$ cat src/rtl/lcd_scanout.sv
// ============================================================================
// Module      : lcd_scanout
// Description : Streams the framebuffer RAM to an 8080-style 8-bit LCD,
//               a RAM-write command followed by every pixel byte, per frame.
// Revision    : 1.0 - initial release
// ============================================================================
`default_nettype none

module lcd_scanout #(
  parameter int unsigned FB_SIZE     = 153600,
  parameter int unsigned WR_LOW_CYC  = 2,
  parameter int unsigned WR_HIGH_CYC = 2,
  parameter int unsigned GAP_CYC     = 16,
  parameter logic [7:0]  CMD_RAMWR   = 8'h2C
) (
  input  logic        clk,
  input  logic        reset,
  input  logic        enable,
  output logic [31:0] rad,
  input  logic [7:0]  rdata,
  output logic        lcd_cs_n,
  output logic        lcd_dc,
  output logic        lcd_wr_n,
  output logic [7:0]  lcd_data,
  output logic        busy,
  output logic        frame_done
);

  localparam int unsigned c_SLOT = WR_LOW_CYC + WR_HIGH_CYC;
  localparam int unsigned c_PH_W = (c_SLOT > 1) ? $clog2(c_SLOT) : 1;
  localparam int unsigned c_BC_W = (FB_SIZE > 1) ? $clog2(FB_SIZE) : 1;
  localparam int unsigned c_GP_W = (GAP_CYC > 1) ? $clog2(GAP_CYC) : 1;

  localparam logic [c_PH_W-1:0] c_PH_LOW_END = c_PH_W'(WR_LOW_CYC - 1);
  localparam logic [c_PH_W-1:0] c_PH_LAST    = c_PH_W'(c_SLOT - 1);
  localparam logic [c_BC_W-1:0] c_BYTE_LAST  = c_BC_W'(FB_SIZE - 1);
  localparam logic [c_GP_W-1:0] c_GAP_LAST   = c_GP_W'(GAP_CYC - 1);

  localparam logic [1:0] S_IDLE = 2'd0;
  localparam logic [1:0] S_CMD  = 2'd1;
  localparam logic [1:0] S_DATA = 2'd2;
  localparam logic [1:0] S_GAP  = 2'd3;

  logic [1:0]        r_state,  w_state_nxt;
  logic [c_PH_W-1:0] r_phase,  w_phase_nxt;
  logic [c_BC_W-1:0] r_byte,   w_byte_nxt;
  logic [c_GP_W-1:0] r_gap,    w_gap_nxt;
  logic [31:0]       r_rad,    w_rad_nxt;
  logic              r_cs_n,   w_cs_n_nxt;
  logic              r_dc,     w_dc_nxt;
  logic              r_wr_n,   w_wr_n_nxt;
  logic [7:0]        r_data,   w_data_nxt;
  logic              r_busy;
  logic              r_done,   w_done_nxt;

  logic              w_slot_end;
  logic              w_last_byte;
  logic [c_BC_W-1:0] w_next_k;
  logic [31:0]       w_next_rad;

  assign w_slot_end  = (r_phase == c_PH_LAST);
  assign w_last_byte = (r_byte == c_BYTE_LAST);
  assign w_next_k    = r_byte + c_BC_W'(1);
  // Prefetch address for the byte after k; the last byte points back to 0.
  assign w_next_rad  = (w_next_k == c_BYTE_LAST) ? 32'd0 : (32'(w_next_k) + 32'd1);

  always_ff @(posedge clk or posedge reset) begin
    if (reset) begin
      r_state <= S_IDLE;
      r_phase <= '0;
      r_byte  <= '0;
      r_gap   <= '0;
      r_rad   <= 32'd0;
      r_cs_n  <= 1'b1;
      r_dc    <= 1'b1;
      r_wr_n  <= 1'b1;
      r_data  <= 8'h00;
      r_busy  <= 1'b0;
      r_done  <= 1'b0;
    end else begin
      r_state <= w_state_nxt;
      r_phase <= w_phase_nxt;
      r_byte  <= w_byte_nxt;
      r_gap   <= w_gap_nxt;
      r_rad   <= w_rad_nxt;
      r_cs_n  <= w_cs_n_nxt;
      r_dc    <= w_dc_nxt;
      r_wr_n  <= w_wr_n_nxt;
      r_data  <= w_data_nxt;
      r_busy  <= (w_state_nxt != S_IDLE);
      r_done  <= w_done_nxt;
    end
  end

  always_comb begin
    w_state_nxt = r_state;
    case (r_state)
      S_IDLE:  if (enable) w_state_nxt = S_CMD;
      S_CMD:   if (w_slot_end) w_state_nxt = S_DATA;
      S_DATA:  if (w_slot_end && w_last_byte) w_state_nxt = S_GAP;
      S_GAP:   if (r_gap == c_GAP_LAST) w_state_nxt = S_IDLE;
      default: w_state_nxt = S_IDLE;
    endcase
  end

  always_comb begin
    w_phase_nxt = r_phase;
    w_byte_nxt  = r_byte;
    w_gap_nxt   = r_gap;
    w_rad_nxt   = r_rad;
    w_cs_n_nxt  = r_cs_n;
    w_dc_nxt    = r_dc;
    w_wr_n_nxt  = r_wr_n;
    w_data_nxt  = r_data;
    w_done_nxt  = 1'b0;
    case (r_state)
      S_IDLE: begin
        w_phase_nxt = '0;
        w_rad_nxt   = 32'd0;
        w_cs_n_nxt  = 1'b1;
        w_wr_n_nxt  = 1'b1;
        if (enable) begin
          w_cs_n_nxt = 1'b0;
          w_dc_nxt   = 1'b0;
          w_data_nxt = CMD_RAMWR;
          w_wr_n_nxt = 1'b0;
        end
      end
      S_CMD, S_DATA: begin
        w_phase_nxt = r_phase + c_PH_W'(1);
        if (r_phase == c_PH_LOW_END) w_wr_n_nxt = 1'b1;
        if (w_slot_end) begin
          w_phase_nxt = '0;
          if (r_state == S_CMD) begin
            w_dc_nxt   = 1'b1;
            w_data_nxt = rdata;
            w_byte_nxt = '0;
            w_rad_nxt  = (c_BYTE_LAST == '0) ? 32'd0 : 32'd1;
            w_wr_n_nxt = 1'b0;
          end else if (w_last_byte) begin
            w_cs_n_nxt = 1'b1;
            w_wr_n_nxt = 1'b1;
            w_dc_nxt   = 1'b1;
            w_done_nxt = 1'b1;
            w_byte_nxt = '0;
            w_rad_nxt  = 32'd0;
            w_gap_nxt  = '0;
          end else begin
            w_byte_nxt = w_next_k;
            w_data_nxt = rdata;
            w_rad_nxt  = w_next_rad;
            w_wr_n_nxt = 1'b0;
          end
        end
      end
      S_GAP: begin
        w_gap_nxt = (r_gap == c_GAP_LAST) ? '0 : r_gap + c_GP_W'(1);
      end
      default: ;
    endcase
  end

  assign rad        = r_rad;
  assign lcd_cs_n   = r_cs_n;
  assign lcd_dc     = r_dc;
  assign lcd_wr_n   = r_wr_n;
  assign lcd_data   = r_data;
  assign busy       = r_busy;
  assign frame_done = r_done;

endmodule

`default_nettype wire
$ cat config.mk
export PLATFORM = sky130hd
export DESIGN_NAME = lcd_scanout
export DESIGN_NICKNAME = d
export VERILOG_FILES = /design/src/rtl/lcd_scanout.sv
export SDC_FILE = /design/constraint.sdc
export NUM_CORES = 1
export LEC_CHECK = 0
export BUFFER_PORTS_ARGS = -buffer_cell sky130_fd_sc_hd__buf_4
export CORE_MARGIN = 4
export CORE_UTILIZATION = 33
export DETAILED_ROUTE_END_ITERATION = 16
export REMOVE_ABC_BUFFERS = 1
export SLEW_MARGIN = 25
export SYNTH_ARGS = -nofsm -noshare
export SYNTH_HDL_FRONTEND = slang
export SYNTH_SLANG_ARGS = --single-unit
$ cat constraint.sdc
create_clock -name clk -period 6.44 [get_ports clk]
set_input_delay 0.966 -clock clk [delete_from_list [all_inputs] [get_ports clk]]
set_output_delay 0.966 -clock clk [all_outputs]
set_load 0.02 [all_outputs]
# Word level (Yosys, flattened, before mapping)
# Cells that the tools add are included.
[totals]
regBits = 71
inputBits = 11
output_inout_bits = 45
word_cells = 83
[op_classes]
add_sub_neg = 4
n_eq_ne = 15
mux = 40
reduce_logical = 13
[op_table]
columns = ["cell", "n"]
rows = [
  ["one-hot mux 32 bit (2 select lines)", 1],
  ["2-to-1 mux 19 bit", 3],
  ["== test 18 bit, second input constant", 2],
  ["2-to-1 mux 18 bit", 2],
  ["2-to-1 mux 32 bit", 1],
  ["2-to-1 mux 8 bit", 4],
  ["adder 18 x 1 -> 19 bit, second input constant", 1],
  ["adder 18 x 1 -> 18 bit, second input constant", 1],
  ["2-to-1 mux 4 bit", 4],
  ["one-hot mux 8 bit (2 select lines)", 1],
  ["AND reduction 4 bit", 4],
  ["2-to-1 mux 1 bit", 13],
  ["2-to-1 mux 2 bit", 5],
  ["inequality test 3 bit, second input constant", 3],
  ["inequality test 2 bit, second input constant", 4],
  ["one-hot mux 2 bit (4 select lines)", 1],
  ["one-hot mux 4 bit (2 select lines)", 1],
  ["== test 2 bit, second input constant", 3],
  ["one-hot mux 1 bit (2 select lines)", 3],
  ["AND reduction 2 bit", 3],
  ["nonzero test 2 bit", 3],
  ["adder 4 x 1 -> 4 bit, second input constant", 1],
  ["== test 2 x 1 -> 1 bit, second input constant", 2],
  ["== test 4 bit, second input constant", 1],
  ["other kinds (5)", 5],
]

# Depth between registers and ports, before layout
[logic_depth]
word_depth = 7
ltp_mapped = 10
ltp_nobuf = 8

# Worst setup path before layout
# No wires, ideal clock.
[synth_path]
kind = "flip-flop to flip-flop"
startpoint = "register r_byte[0]"
endpoint = "register r_rad[16] (netlist: rad[16])"
setup_time_ps = 121
t_arrival_ps = 2492
t_required_ps = 6319
setup_slack_ps = 3827
stages_incl_launch_ff = 10
n_path_buf = 1
synth_period_minus_slack_ps = 2613
cell_sequence = "dfrtp_1 > ha_1 > nand2b_1 > o32a_1 > o22ai_2 > or4b_4 > nor4_4 > nor2_2 > buf_6 > a22o_1"
[synth_between]
elab_chain_len = 7
elab_cells_between_ends = 9
cone_classes = "add/sub: 2; eq/ne: 2; mux: 5"
[synth_rtl]
columns = ["element", "line", "source"]
rows = [
  ["start, declared", "46", "logic [c_BC_W-1:0] r_byte, w_byte_nxt;"],
  ["start signal, assigned", "83", "r_byte <= w_byte_nxt;"],
  ["adder 18 x 1 -> 18 bit", "63", "assign w_next_k = r_byte + c_BC_W'(1);"],
  ["adder 18 x 1 -> 19 bit or == test 18 bit (tied branches)", "65", "assign w_next_rad = (w_next_k == c_BYTE_LAST) ? 32'd0 : (32'(w_next_k) + 32'd1);"],
  ["2-to-1 mux 19 bit", "65", ""],
  ["2-to-1 mux 19 bit *", "140", "end else if (w_last_byte) begin"],
  ["2-to-1 mux 19 bit *", "134", "if (r_state == S_CMD) begin"],
  ["2-to-1 mux 32 bit *", "132", "if (w_slot_end) begin"],
  ["one-hot mux 32 bit (2 select lines) *", "116", "case (r_state)"],
  ["end signal, assigned", "85", "r_rad <= w_rad_nxt;"],
  ["end, declared", "48", "logic [31:0] r_rad, w_rad_nxt;"],
]
# Every way passes the cells marked *; elsewhere a longest branch is shown, timed or not. The select of a mux whose other input is x is not followed.
# A chain may end at the register's enable or synchronous reset.

# Worst setup path after layout
[layout_path]
startpoint = "register r_byte[0]"
endpoint = "register r_rad[3] (netlist: rad[3])"
# Same word-level chain as after synthesis.

==> metrics.txt <==
share of the yosys chip area belonging to registers=0.401; Slew HR=0.323; dominant cell type by area after synthesis=dfrtp_1; fin cells=568; worst path cell trace=ha_1 > and3_1 > nand3_1 > nand4_2 > nor2_2 > a22o_1; WL/cell=14.9 um; final worst slack=3040 ps; initial antenna violation count=0; chip height=113 um; DRC errors left=0; period utilization=0.528; M2 GR Usage=0.204; Final nets=444; port buffer count=42; IO Pins=56; pwr dens=331 nW/um2; cells on worst reg2reg path=6; met1 Track Usage GR=0.186; placed insts=552; Final Hold Vio Count=0; most common cell after layout, fill and taps aside=dfrtp_1; WHS Path Cells=2; Post-CTS Resized=0; met3 Track Usage GR=0.0305; status=finished, final reports clean; Min-Delay Endpoint=lcd_data[6]$_DFFE_PP0P_; max_cap viols=0; crit path launch type=flop; post-detail-place hpwl=5800 um; Initial Util=0.336; Clk Tree Root Cell=clkbuf_8; Clock Sinks=58; slowest library cell on the worst path=nor2_2; WP data arrival=3680 ps; Reg2Reg Capture Point=rad[3]$_DFFE_PP0P_; Slew Limit Fails=0; CP required=6720 ps; first-pass GRT wire length=14200 um; Synth top area share=0.379; Async SR Flop Fraction=1.00; ys flop type=dfrtp_1; Worst-path clk slew=60 ps; Reg-to-Reg Start=r_byte[0]$_DFFE_PP0P_; largest net degree at the start of global routing=59; Starting DRT DRC Count=145; Post-CTS Hold Fix Bufs=0; area of the die=12700 um2; Die X=113 um; antenna diode count=0; clock buffer depth=2; Cell Area, Synth=3630 um2; Placer Congestion=0.897; DR vias=2974; Leakage=0.00181 uW; Period minus WS final=3400 ps; dpl ws=3000 ps; number of flops mapped to enable cells by yosys=0; Yosys warning total=0; CP endpoint kind=flop; count of different cell masters after synthesis=66; Routed WL=8480 um; Min-Delay Path Class=reg2reg; #FFs+latches synth=58; most frequent cells in the layout=dfrtp_1, nand2_1, buf_4; fmax=294 MHz; H-tree levels=3; gr usage total=0.137; DRT Pass-1 Iters=4; largest cells by area after synthesis=dfrtp_1, nand2_1, o21ai_0; worst hold slack=484 ps; Clk Latency, worst-skew pair=360 ps; Std-Cell Rows=38; flop2flop setup slack=3040 ps; worst-margin pin slew=989 ps; syn avg cell area=9.14 um2; area grow syn2layout=14.8%; CP Class=reg2reg; GRT Max-Usage Layer=met2; hold_sp=lcd_data[6]$_DFFE_PP0P_; number of CTS-inserted buffers=9; Synth Instances=397; global route total overflow=0; Core Util, Final=0.386; postcts setup bufs=0; vias per inst=5.24; Worst path max stage delay=870 ps; layout cells sized above 1=0.185; number of global-route vias before repair=2872; Final TNS setup=0 ps; CP max FO=27; RSZ-0062 raised after global routing=no; CTS tree=yes; core area=10800 um2; setup violators final=0; Final ANT Viol Nets=0; clk_skew=10.8 ps; Worst VDD drop=0.000134 V
final cells by class:
class | instances | area (um2)
clock buffer | 10 | 128
clock inverter | 6 | 105
fill | 1060 | 6630
inverter | 16 | 60.1
multi-input combinational | 295 | 1920
sequential | 58 | 1460
tap | 140 | 175
timing repair buffer | 43 | 323
state kept, by name, indices dropped and copies added (netlist names):
| name | flops |
|---|---|
| frame_done | 1 |
| r_gap | 4 |
| r_byte | 18 |
| lcd_cs_n | 1 |
| r_state | 2 |
| lcd_dc | 1 |
| busy | 1 |
| lcd_wr_n | 1 |
| rad | 19 |
| lcd_data | 8 |
| r_phase | 2 |
logic make-up (layout without fill, tap and decap cells):
group           count (synthesis)  count (layout)  share of synthesized area
fa+ha+maj                      10              10                     0.0345
simple gates                  136             136                      0.197
xor+xnor                       27              27                     0.0652
compound gates                106             106                      0.207
other cells                     1              13                    0.00103
mux                             3               3                    0.00828
buf+inv                        56              75                     0.0859
flops                          58              58                      0.401
synth_stat cells, drive strengths merged (3+ instances only):
| cell | n |
|---|---|
| dfrtp | 55 |
| nand2 | 51 |
| o21ai | 36 |
| buf | 30 |
| nor2 | 23 |
| a22o | 19 |
| xnor2 | 17 |
| inv | 15 |
| nand3 | 14 |
| nand4 | 11 |
| clkbuf | 10 |
| ha | 10 |
| xor2 | 10 |
| o31ai | 9 |
| a21oi | 8 |
| nor3 | 5 |
| o22ai | 5 |
| a31oi | 4 |
| and2 | 4 |
| and4 | 4 |
| nand2b | 4 |
| a21o | 3 |
| a41oi | 3 |
| and3 | 3 |
| dfstp | 3 |
| mux2i | 3 |
| nand4b | 3 |
| nor4 | 3 |
| o41ai | 3 |
critical path: cells and delay by family, from the launching register on:
kind | cells | cell delay [ps]
adder cells (fa/ha/maj) | 1 | 440
flip-flops | 1 | 560
AND/OR/NAND/NOR | 4 | 2080
AO/OA/AOI/OAI | 1 | 230
where the power goes:
| part | switching (uW) | internal (uW) |
|---|---|---|
| logic | 326 | 167 |
| clock network | 151 | 255 |
| registers | 51.1 | 428 |
| total | 528 | 850 |
how the worst max path moves through the flow:
stage                     endpoint  slack, ps  cells past startpoint                   from
6_report        rad[3]$_DFFE_PP0P_       3040                      6  r_byte[0]$_DFFE_PP0P_
2_1_floorplan  rad[11]$_DFFE_PP0P_       3630                      8  r_byte[0]$_DFFE_PP0P_
3_5_place_dp    rad[3]$_DFFE_PP0P_       3000                      6  r_byte[0]$_DFFE_PP0P_
5_1_grt         rad[8]$_DFFE_PP0P_       2730                      6  r_byte[0]$_DFFE_PP0P_
4_1_cts         rad[3]$_DFFE_PP0P_       3000                      6  r_byte[0]$_DFFE_PP0P_
3_3_place_gp    rad[3]$_DFFE_PP0P_       3180                      6  r_byte[0]$_DFFE_PP0P_
routing by layer:
| layer | share of wire | vias to the layer above | routed length [um] |
|---|---|---|---|
| li1 | - | 1451 | - |
| met5 | 0 | - | 0 |
| met4 | 0.031 | 0 | 265 |
| met1 | 0.47 | 1421 | 3990 |
| met3 | 0.045 | 23 | 383 |
| met2 | 0.45 | 79 | 3840 |
per-stage QoR:
stage	power (uW)	instance area, um2
2_1_floorplan	808	3420
3_3_place_gp	967	3920
3_5_place_dp	986	3930
4_1_cts	1400	4160
5_1_grt	1480	4160
6_report	1380	4160
Note: power is estimated with default switching activity, not from simulation.
